File: src/rtl/cbb_ecc_dec_if.sv
// Handshake, error-log and counter signals of the SECDED decoder.
// The decoder takes the slave modport.
interface cbb_ecc_dec_if #(
  parameter int unsigned DW = 32,
  parameter int unsigned EW = 7
);
  logic              in_vld;
  logic              in_rdy;
  logic [DW+EW-1:0]  in_cw;
  logic              out_vld;
  logic              out_rdy;
  logic [DW-1:0]     out_data;
  logic              out_sbe;
  logic              out_dbe;
  logic              err_clr;
  logic              err_vld;
  logic              err_dbe;
  logic [EW-2:0]     err_syn;
  logic [15:0]       sbe_cnt;
  logic [15:0]       dbe_cnt;

  modport slave (
    input  in_vld, in_cw, out_rdy, err_clr,
    output in_rdy, out_vld, out_data, out_sbe, out_dbe,
    output err_vld, err_dbe, err_syn, sbe_cnt, dbe_cnt
  );

  modport master (
    output in_vld, in_cw, out_rdy, err_clr,
    input  in_rdy, out_vld, out_data, out_sbe, out_dbe,
    input  err_vld, err_dbe, err_syn, sbe_cnt, dbe_cnt
  );
endinterface

File: src/rtl/cbb_ecc_dec.sv
// Two-stage SECDED Hamming decoder with error log and optional saturating counters.
// Define CBB_ECC_DEC_CNT_EN to build sbe_cnt/dbe_cnt; otherwise they read as zero.
module cbb_ecc_dec #(
  parameter int unsigned DW = 32,
  parameter int unsigned EW = 7
) (
  input logic          clk,
  input logic          rst_n,
  cbb_ecc_dec_if.slave bus
);

  localparam int unsigned SW      = EW - 1;
  localparam int unsigned LastPos = DW + SW;

  // Data bits whose Hamming position has bit g set.
  function automatic logic [DW-1:0] syn_mask(int unsigned g);
    logic [DW-1:0] m;
    int unsigned   k;
    m = '0;
    k = 0;
    for (int unsigned p = 3; p <= LastPos; p++) begin
      if ((p & (p - 1)) != 0) begin
        if (k < DW) m[k] = ((p >> g) & 32'd1) != 0;
        k++;
      end
    end
    return m;
  endfunction

  function automatic int unsigned data_pos(int unsigned idx);
    int unsigned k;
    int unsigned pos;
    k   = 0;
    pos = 0;
    for (int unsigned p = 3; p <= LastPos; p++) begin
      if ((p & (p - 1)) != 0) begin
        if (k == idx) pos = p;
        k++;
      end
    end
    return pos;
  endfunction

  logic          en1, en2, hs, err_hs;
  logic [DW-1:0] in_data;
  logic [SW-1:0] in_chk;
  logic [SW-1:0] syn_d;
  logic          par_d;

  logic          s1_vld_q;
  logic [DW-1:0] s1_data_q;
  logic [SW-1:0] s1_syn_q;
  logic          s1_par_q;

  logic [DW-1:0] flip;
  logic          beyond;
  logic [DW-1:0] data_d;
  logic          sbe_d, dbe_d;

  logic          out_vld_q;
  logic [DW-1:0] out_data_q;
  logic          out_sbe_q, out_dbe_q;
  logic [SW-1:0] out_syn_q;

  logic          log_vld_q, log_vld_d;
  logic          log_dbe_q, log_dbe_d;
  logic [SW-1:0] log_syn_q, log_syn_d;

  assign en2        = ~out_vld_q | bus.out_rdy;
  assign en1        = ~s1_vld_q | en2;
  assign bus.in_rdy = en1;
  assign hs         = out_vld_q & bus.out_rdy;
  assign err_hs     = hs & (out_sbe_q | out_dbe_q);

  assign in_data = bus.in_cw[DW-1:0];
  assign in_chk  = bus.in_cw[DW+SW-1:DW];
  assign par_d   = ^bus.in_cw;

  for (genvar g = 0; g < SW; g++) begin : g_syn
    localparam logic [DW-1:0] Mask = syn_mask(g);
    assign syn_d[g] = in_chk[g] ^ (^(in_data & Mask));
  end

  for (genvar i = 0; i < DW; i++) begin : g_flip
    localparam int unsigned Pos = data_pos(i);
    assign flip[i] = (s1_syn_q == SW'(Pos));
  end

  // Syndromes past the last used position cannot come from a single flip.
  assign beyond = 32'(s1_syn_q) > LastPos;

  always_comb begin
    data_d = s1_data_q;
    sbe_d  = 1'b0;
    dbe_d  = 1'b0;
    if (s1_par_q) begin
      if (beyond) begin
        dbe_d = 1'b1;
      end else begin
        sbe_d  = 1'b1;
        data_d = s1_data_q ^ flip;
      end
    end else if (s1_syn_q != '0) begin
      dbe_d = 1'b1;
    end
  end

  always_ff @(posedge clk or negedge rst_n) begin
    if (!rst_n) begin
      s1_vld_q   <= 1'b0;
      s1_data_q  <= '0;
      s1_syn_q   <= '0;
      s1_par_q   <= 1'b0;
      out_vld_q  <= 1'b0;
      out_data_q <= '0;
      out_sbe_q  <= 1'b0;
      out_dbe_q  <= 1'b0;
      out_syn_q  <= '0;
    end else begin
      if (en1) s1_vld_q <= bus.in_vld;
      if (en1 && bus.in_vld) begin
        s1_data_q <= in_data;
        s1_syn_q  <= syn_d;
        s1_par_q  <= par_d;
      end
      if (en2) out_vld_q <= s1_vld_q;
      if (en2 && s1_vld_q) begin
        out_data_q <= data_d;
        out_sbe_q  <= sbe_d;
        out_dbe_q  <= dbe_d;
        out_syn_q  <= s1_syn_q;
      end
    end
  end

  // First error sticks, except that a DBE may replace a logged SBE.
  always_comb begin
    log_vld_d = log_vld_q;
    log_dbe_d = log_dbe_q;
    log_syn_d = log_syn_q;
    if (bus.err_clr) begin
      log_vld_d = 1'b0;
      log_dbe_d = 1'b0;
      log_syn_d = '0;
    end
    if (err_hs && (bus.err_clr || !log_vld_q || (out_dbe_q && !log_dbe_q))) begin
      log_vld_d = 1'b1;
      log_dbe_d = out_dbe_q;
      log_syn_d = out_syn_q;
    end
  end

  always_ff @(posedge clk or negedge rst_n) begin
    if (!rst_n) begin
      log_vld_q <= 1'b0;
      log_dbe_q <= 1'b0;
      log_syn_q <= '0;
    end else begin
      log_vld_q <= log_vld_d;
      log_dbe_q <= log_dbe_d;
      log_syn_q <= log_syn_d;
    end
  end

`ifdef CBB_ECC_DEC_CNT_EN
  logic [15:0] sbe_cnt_q, sbe_cnt_d;
  logic [15:0] dbe_cnt_q, dbe_cnt_d;

  always_comb begin
    sbe_cnt_d = bus.err_clr ? 16'd0 : sbe_cnt_q;
    dbe_cnt_d = bus.err_clr ? 16'd0 : dbe_cnt_q;
    if (hs && out_sbe_q && sbe_cnt_d != 16'hFFFF) sbe_cnt_d = sbe_cnt_d + 16'd1;
    if (hs && out_dbe_q && dbe_cnt_d != 16'hFFFF) dbe_cnt_d = dbe_cnt_d + 16'd1;
  end

  always_ff @(posedge clk or negedge rst_n) begin
    if (!rst_n) begin
      sbe_cnt_q <= '0;
      dbe_cnt_q <= '0;
    end else begin
      sbe_cnt_q <= sbe_cnt_d;
      dbe_cnt_q <= dbe_cnt_d;
    end
  end

  assign bus.sbe_cnt = sbe_cnt_q;
  assign bus.dbe_cnt = dbe_cnt_q;
`else
  assign bus.sbe_cnt = '0;
  assign bus.dbe_cnt = '0;
`endif

  assign bus.out_vld  = out_vld_q;
  assign bus.out_data = out_data_q;
  assign bus.out_sbe  = out_sbe_q;
  assign bus.out_dbe  = out_dbe_q;
  assign bus.err_vld  = log_vld_q;
  assign bus.err_dbe  = log_dbe_q;
  assign bus.err_syn  = log_syn_q;

endmodule

File: src/flat_wrapper.sv
// flat-port wrapper written by rule: the top's interface ports become plain ports
module cbb_ecc_dec_flat 
#(
  parameter int unsigned DW = 32,
  parameter int unsigned EW = 7
)
  (clk, rst_n, bus_in_vld, bus_in_cw, bus_out_rdy, bus_err_clr, bus_in_rdy, bus_out_vld, bus_out_data, bus_out_sbe, bus_out_dbe, bus_err_vld, bus_err_dbe, bus_err_syn, bus_sbe_cnt, bus_dbe_cnt);
  cbb_ecc_dec_if #(.DW(DW), .EW(EW)) bus_i ();
  input logic clk;
  input logic rst_n;
  input wire logic [$bits(bus_i.in_vld)-1:0] bus_in_vld;
  input wire logic [$bits(bus_i.in_cw)-1:0] bus_in_cw;
  input wire logic [$bits(bus_i.out_rdy)-1:0] bus_out_rdy;
  input wire logic [$bits(bus_i.err_clr)-1:0] bus_err_clr;
  output wire logic [$bits(bus_i.in_rdy)-1:0] bus_in_rdy;
  output wire logic [$bits(bus_i.out_vld)-1:0] bus_out_vld;
  output wire logic [$bits(bus_i.out_data)-1:0] bus_out_data;
  output wire logic [$bits(bus_i.out_sbe)-1:0] bus_out_sbe;
  output wire logic [$bits(bus_i.out_dbe)-1:0] bus_out_dbe;
  output wire logic [$bits(bus_i.err_vld)-1:0] bus_err_vld;
  output wire logic [$bits(bus_i.err_dbe)-1:0] bus_err_dbe;
  output wire logic [$bits(bus_i.err_syn)-1:0] bus_err_syn;
  output wire logic [$bits(bus_i.sbe_cnt)-1:0] bus_sbe_cnt;
  output wire logic [$bits(bus_i.dbe_cnt)-1:0] bus_dbe_cnt;
  assign bus_i.in_vld = bus_in_vld;
  assign bus_i.in_cw = bus_in_cw;
  assign bus_i.out_rdy = bus_out_rdy;
  assign bus_i.err_clr = bus_err_clr;
  assign bus_in_rdy = bus_i.in_rdy;
  assign bus_out_vld = bus_i.out_vld;
  assign bus_out_data = bus_i.out_data;
  assign bus_out_sbe = bus_i.out_sbe;
  assign bus_out_dbe = bus_i.out_dbe;
  assign bus_err_vld = bus_i.err_vld;
  assign bus_err_dbe = bus_i.err_dbe;
  assign bus_err_syn = bus_i.err_syn;
  assign bus_sbe_cnt = bus_i.sbe_cnt;
  assign bus_dbe_cnt = bus_i.dbe_cnt;
  cbb_ecc_dec #(.DW(DW), .EW(EW)) u_core (.clk(clk), .rst_n(rst_n), .bus(bus_i));
endmodule
File: config.mk
export PLATFORM = sky130hd
export DESIGN_NAME = cbb_ecc_dec_flat
export DESIGN_NICKNAME = d
export VERILOG_FILES = /design/src/rtl/cbb_ecc_dec_if.sv /design/src/rtl/cbb_ecc_dec.sv /design/src/flat_wrapper.sv
export SDC_FILE = /design/constraint.sdc
export NUM_CORES = 1
export LEC_CHECK = 0
export ABC_AREA = 1
export ABC_CLOCK_PERIOD_IN_PS = 1770
export CAP_MARGIN = 20
export CORE_ASPECT_RATIO = 1.4
export CORE_UTILIZATION = 45
export DETAILED_ROUTE_END_ITERATION = 8
export GPL_TIMING_DRIVEN = 0
export HOLD_SLACK_MARGIN = 0.03
export MAX_ROUTING_LAYER = met4
export PLACE_DENSITY = 0.73
export REMOVE_ABC_BUFFERS = 1
export SKIP_LAST_GASP = 1
export SLEW_MARGIN = 10
export SYNTH_ARGS = -nofsm -noshare
export SYNTH_HDL_FRONTEND = slang
export SYNTH_SLANG_ARGS = --single-unit
File: constraint.sdc
create_clock -name clk -period 1.77 [get_ports clk]
set_input_delay 0.177 -clock clk [delete_from_list [all_inputs] [get_ports clk]]
set_output_delay 0.177 -clock clk [all_outputs]
set_load 0.02 [all_outputs]
; ---- Word-level counts from Yosys, hierarchy flattened
; Index checks and enable logic that the tools add are counted.
; W data, S select, Z words.
[classes]
order_cmp = 1
eq_ne = 32
mux = 12
bitwise_logic = 14
n_reduce_logical = 17
[ops]
columns = op, n
row1 = $reduce_xor A32 Y1, 6
row2 = $eq A6 B5 Y1 const B, 15
row3 = $mux W32, 2
row4 = $eq A6 B4 Y1 const B, 7
row5 = $reduce_xor A39 Y1, 1
row6 = $eq A6 B6 Y1 const B, 6
row7 = $xor A32 B32 Y32, 1
row8 = $eq A6 B3 Y1 const B, 3
row9 = $mux W6, 2
row10 = $mux W1, 8
row11 = $eq A6 B2 Y1 const B, 1
row12 = $gt A6 B6 Y1 const B, 1
row13 = $reduce_bool A6 Y1, 1
row14 = $xor A1 B1 Y1, 6
row15 = $logic_and A1 B1 Y1, 4
row16 = $or A1 B1 Y1, 3
row17 = $and A1 B1 Y1, 2
row18 = $logic_not A1 Y1, 2
row19 = $logic_or A1 B1 Y1, 2
row20 = $not A1 Y1, 2
row21 = $reduce_bool A2 Y1, 1
[word_totals]
ff_bits = 89
input_bits = 44
output_inout_bits = 76
elab_cells = 88

; ---- Longest topological paths before layout
[logic_depth]
ltp_word = 5
ltp_mapped = 15
mapped_depth_nobuf = 15

; ---- Least setup slack after synthesis
; Ideal clock, no wire load.
[synth_timing]
path_kind = reg2reg
from = reg u_core.out_vld_q, in the netlist u_core.bus.out_vld
to = reg u_core.s1_data_q[12]
setup_ps = 117
arrival_ps = 1531
required_ps = 1653
setup_slack_ps = 122
path_stages_with_launch = 7
n_path_buf = 1
synth_period_minus_slack_ps = 1648
path_cell_list = dfrtp_1 > nand3_1 > nand2_1 > clkinv_1 > clkbuf_1 > nand2_1 > nand2_1
[synth_between]
elab_chain_cells = 4
[synth_rtl]
columns = item, line_no
row1 = from (decl), cbb_ecc_dec.sv:60  ; logic out_vld_q;
row2 = from (signal assigned), cbb_ecc_dec.sv:126  ; if (en2) out_vld_q <= s1_vld_q;
row3 = $not A1 Y1, cbb_ecc_dec.sv:69  ; assign en2 = ~out_vld_q | bus.out_rdy;
row4 = $or A1 B1 Y1, cbb_ecc_dec.sv:69
row5 = $or A1 B1 Y1, cbb_ecc_dec.sv:70  ; assign en1 = ~s1_vld_q | en2;
row6 = net bus_in_rdy, flat_wrapper.sv:15  ; output wire logic [$bits(bus_i.in_rdy)-1:0] bus_in_rdy;
row7 = $logic_and A1 B1 Y1, cbb_ecc_dec.sv:121  ; if (en1 && bus.in_vld) begin
row8 = to (signal assigned), cbb_ecc_dec.sv:122  ; s1_data_q <= in_data;
row9 = to (decl), cbb_ecc_dec.sv:51  ; logic [DW-1:0] s1_data_q;
; The timed path passes the listed nets, and every way through them passes these cells.
; A chain may end at the register's enable or synchronous reset.

; ---- Final worst setup path
[layout_timing]
from = reg u_core.s1_syn_q[4]
to = reg u_core.out_data_q[7], in the netlist u_core.bus.out_data[7]
[layout_between]
elab_chain_cells = 4
word_cells_on_any_way = 5
classes_between = order compare: 1 / eq/ne: 1 / mux: 2 / bitwise: 1
[layout_rtl]
columns = item, line_no
row1 = from (decl), cbb_ecc_dec.sv:52  ; logic [SW-1:0] s1_syn_q;
row2 = from (signal assigned), cbb_ecc_dec.sv:123  ; s1_syn_q <= syn_d;
row3 = branches (longest 2 deep; another with $gt A6 B6 Y1), n/a
row4 = $mux W32 *, cbb_ecc_dec.sv:97  ; if (beyond) begin
row5 = $mux W32 *, cbb_ecc_dec.sv:96  ; if (s1_par_q) begin
row6 = to (signal assigned), cbb_ecc_dec.sv:128  ; out_data_q <= data_d;
row7 = to (decl), cbb_ecc_dec.sv:61  ; logic [DW-1:0] out_data_q;
; Every way passes the cells marked *.

==> flow_summary.yaml <==
logic_synthesis:
  async_set_reset_flop_share_out_of_synthesis_pct: 100
  seq_total_area_yosys_pct: 41.4
  syn-instance-count: 721
  syn_avg_cell_area_um2: 7.47
  synth_warnings: 0
  yosysUniqueCellTypes: 28
  synth_seq_cells: 89
  synth_edf_count: 0
  syn-cell-area_um2: 5390
  postSynth.topFlopCell: "dfrtp_1"
detailed_routing:
  drc: 0
  routed_wire_length_per_instance_um: 13.1
  detail-route-antenna-nets: 0
  drt_pass1_iterations: 5
  total_number_of_vias: 4625
  viasPerCell: 4.84
  finalWirelength_mm: 12.5
  drtIter0Drc: 305
pwr:
  power.switching_mw: 2.99
  share_of_total_power_consumed_by_net_switching_pct: 38.4
  p_int_mw: 4.80
  vdd_ir_drop_max_mv: 0.552
  leakagePower_nw: 3.26
  power_frac_clock_pct: 22.3
  power.sequential.fraction_pct: 38.4
  powerDensity_nw_per_um2: 1160
  share_of_total_power_in_combinational_logic_pct: 39.3
sta:
  relative_slew_slack_pct: 61.7
  final-hold-violation-count: 0
  timing.final.max_slew_violations: 0
  final.min_clock_period_ps: 1650
  finalSetupTns_ps: 0
  worst_hold_slack_after_final_layout_ps: 205
  finalSetupViolations: 0
  setup_slack_ps: 119
  grt_setup_unrepaired: "true"
  max_slew.worst_pin.slew_ps: 574
  max_clock_freq_mhz: 606
  period_utilization_post_route_pct: 93.3
  worst_clock_skew_on_the_final_layout_ps: 5.51
cells_and_area:
  design.final.nets: 850
  layout.cells.non_filler: 955
  num_antenna_cells: 0
  final_layout_size_suffix_gt1_share_pct: 6.91
  area_taken_by_multi_input_logic_gates_um2: 2820
  final-seq-area_um2: 2230
  layout-area-overhead-vs-synth_pct: 24.6
  total_of_fill_cells_in_the_finished_design: 1060
clock_tree:
  cts.path.max_buffers: 2
  path_clk_slew_ps: 60
  cts-buffers-inserted: 9
  worst_skew_late_latency_ps: 340
  clock_tree.root_cell: "clkbuf_16"
  numClockSinks: 89
  htreeDepth: 3
  tritoncts: "done"
outcome:
  run_status: "complete, no violations"
worst_setup_path:
  critical_path.startpoint_type: "flip-flop"
  worst_setup_path_end_kind: "flip-flop"
  arrival_ps: 1870
  worstPathCellList: "inv_2 > nand2_1 > a21oi_4 > nand2_4 > nor4_2 > xnor2_1 > o21ai_1"
  max_fanout_on_critical_path: 7
  required_time_at_the_endpoint_of_the_critical_path_ps: 1990
  max_stage_delay_ps: 470
  setup.worst_path.class: "reg -> reg"
  r2r_setup_slack_ps: 120
  cpMaxStageDelayCell: "dfrtp_2"
floorplan:
  starting_density_of_the_core_pct: 46.8
  die_height_um: 131
  rows: 46
  chipWidth_um: 94.5
  num_io_pins: 120
  design.core.area_um2: 11500
  die_area_um2: 12400
placement:
  detailedPlace.worstSlack_ps: -427
  post-dp-hpwl_mm: 9.85
  finalWeightedCongestion: 0.900
  dpl.cell_count: 937
  placement.io_buffers: 87
global_route:
  grt_antenna_before_repair: 0
  globalRouteOverflowTotal: 0
  grt.total_usage_pct: 22.0
  global_route_wire_length_before_repair_mm: 20.8
  grt_pass1_vias: 4475
  largest_net_degree_at_the_start_of_global_routing: 51
flow_run:
  max_cap_violations: 0
min_path:
  hp-class: "in -> reg"
timing repair:
action                                 CTS  global route
gates resized for setup                  3            30
hold buffers                             1             0
buffers inserted                         0             1
endpoints found under the hold margin   39             0
pin swaps                                0             5
setup endpoints to repair               22            46
layer usage:
layer  vias to the layer above  wire, um  GRT usage (%)
met2                       112      6790           38.2
met1                      2153      5090           25.9
met3                        16       371           2.43
li1                       2344         -              -
met4                         0       242           8.16
met5                         -         0              -
power groups by stage:
stage               combinational [mW]  clock, mW  sequential [mW]
floorplan                         1.41          0             3.30
global placement                  2.89          0             2.97
detailed placement                2.98          0             3.00
CTS                               3.00       1.77             2.97
global route                      3.40       1.85             3.05
finish                            3.06       1.74             2.99
synthesized netlist by cell type (2+ instances only):
| cell | instances | area share [%] |
|---|---|---|
| nor3_1 | 2 | 0.19 |
| xor2_1 | 61 | 9.9 |
| o21ai_0 | 57 | 5.3 |
| nand2_1 | 281 | 20 |
| dfrtp_1 | 89 | 41 |
| nor2_2 | 2 | 0.23 |
| nand3_1 | 39 | 3.6 |
| clkbuf_1 | 16 | 1.1 |
| buf_4 | 32 | 4.5 |
| or2_1 | 2 | 0.23 |
| inv_1 | 56 | 3.9 |
| nand4_1 | 5 | 0.58 |
| inv_2 | 4 | 0.28 |
| nor2_1 | 21 | 1.5 |
| o21ai_1 | 11 | 1.0 |
| xnor2_1 | 30 | 4.9 |
| or2_2 | 2 | 0.23 |
flip-flops by register name, indices dropped and copies added (netlist names):
name / flops
u_core.bus.out_vld: 1
u_core.bus.out_dbe: 1
u_core.s1_data_q: 32
u_core.bus.err_syn: 6
u_core.bus.err_vld: 1
u_core.bus.out_sbe: 1
u_core.s1_syn_q: 6
u_core.s1_vld_q: 1
u_core.s1_par_q: 1
u_core.bus.out_data: 32
u_core.bus.err_dbe: 1
u_core.out_syn_q: 6
cells in the final DEF (no fill, tap or decap), types with 3 or more instances in the layout:
cell type,n
clkbuf_16,9
clkdlybuf4s50_1,82
clkinv_2,4
conb_1,32
dfrtp_1,85
dfrtp_2,4
dlymetal6s2s_1,4
inv_1,53
inv_2,6
nand2_1,276
nand2_2,5
nand3_1,38
nand4_1,5
nor2_1,17
nor2_2,4
nor2_4,3
o21ai_0,55
o21ai_1,13
xnor2_1,28
xor2_1,60
worst paths after layout:
path                                              start                       to  depth (start not counted)
worst max-delay path                 u_core.s1_syn_q[4]   u_core.bus.out_data[7]                          7
worst min-delay path                      bus_in_cw[23]     u_core.s1_data_q[23]                          3
worst max register to register       u_core.s1_syn_q[4]   u_core.bus.out_data[7]                          7
worst min register to register  u_core.bus.out_data[14]  u_core.bus.out_data[14]                          2
max in group asynchronous                         rst_n   u_core.bus.out_data[7]                          3
min in group asynchronous                         rst_n     u_core.s1_data_q[22]                          2
worst max-delay path: cells and delay by family (launching register included):
| family | cells | cell delay, ps |
|---|---|---|
| XOR/XNOR | 1 | 170 |
| flip-flops | 1 | 470 |
| buffers and inverters | 1 | 90 |
| AO/OA/AOI/OAI | 2 | 310 |
| AND/OR/NAND/NOR | 3 | 490 |
area by class of cell:
type | count | area share, %
inverter | 61 | 3.51
sequential | 89 | 33.3
tap | 144 | 2.69
clock inverter | 5 | 0.466
clock buffer | 11 | 3.62
multi-input combinational | 553 | 42.1
timing repair buffer | 92 | 14.4
cells by family after synthesis:
kind of cell           after synthesis  share of synthesized area [%]
AO/OA/AOI/OAI                       72                           7.06
flip-flops                          89                           41.4
XOR/XNOR                            91                           14.8
AND/OR/NAND/NOR                    358                           26.8
other                                1                         0.0696
buffers and inverters              110                           9.92
per-stage QoR:
step / total power, mW / utilization [%] / area, um2
after floorplan: 4.71 / - / 5200
after global routing: 8.30 / 58.3 / 6710
after detailed placement: 5.98 / 54.9 / 6320
final: 7.78 / 58.3 / 6710
after CTS: 7.74 / 57.4 / 6610
after global placement: 5.86 / 54.3 / 6250
Note: power is estimated with default switching activity, not from simulation.
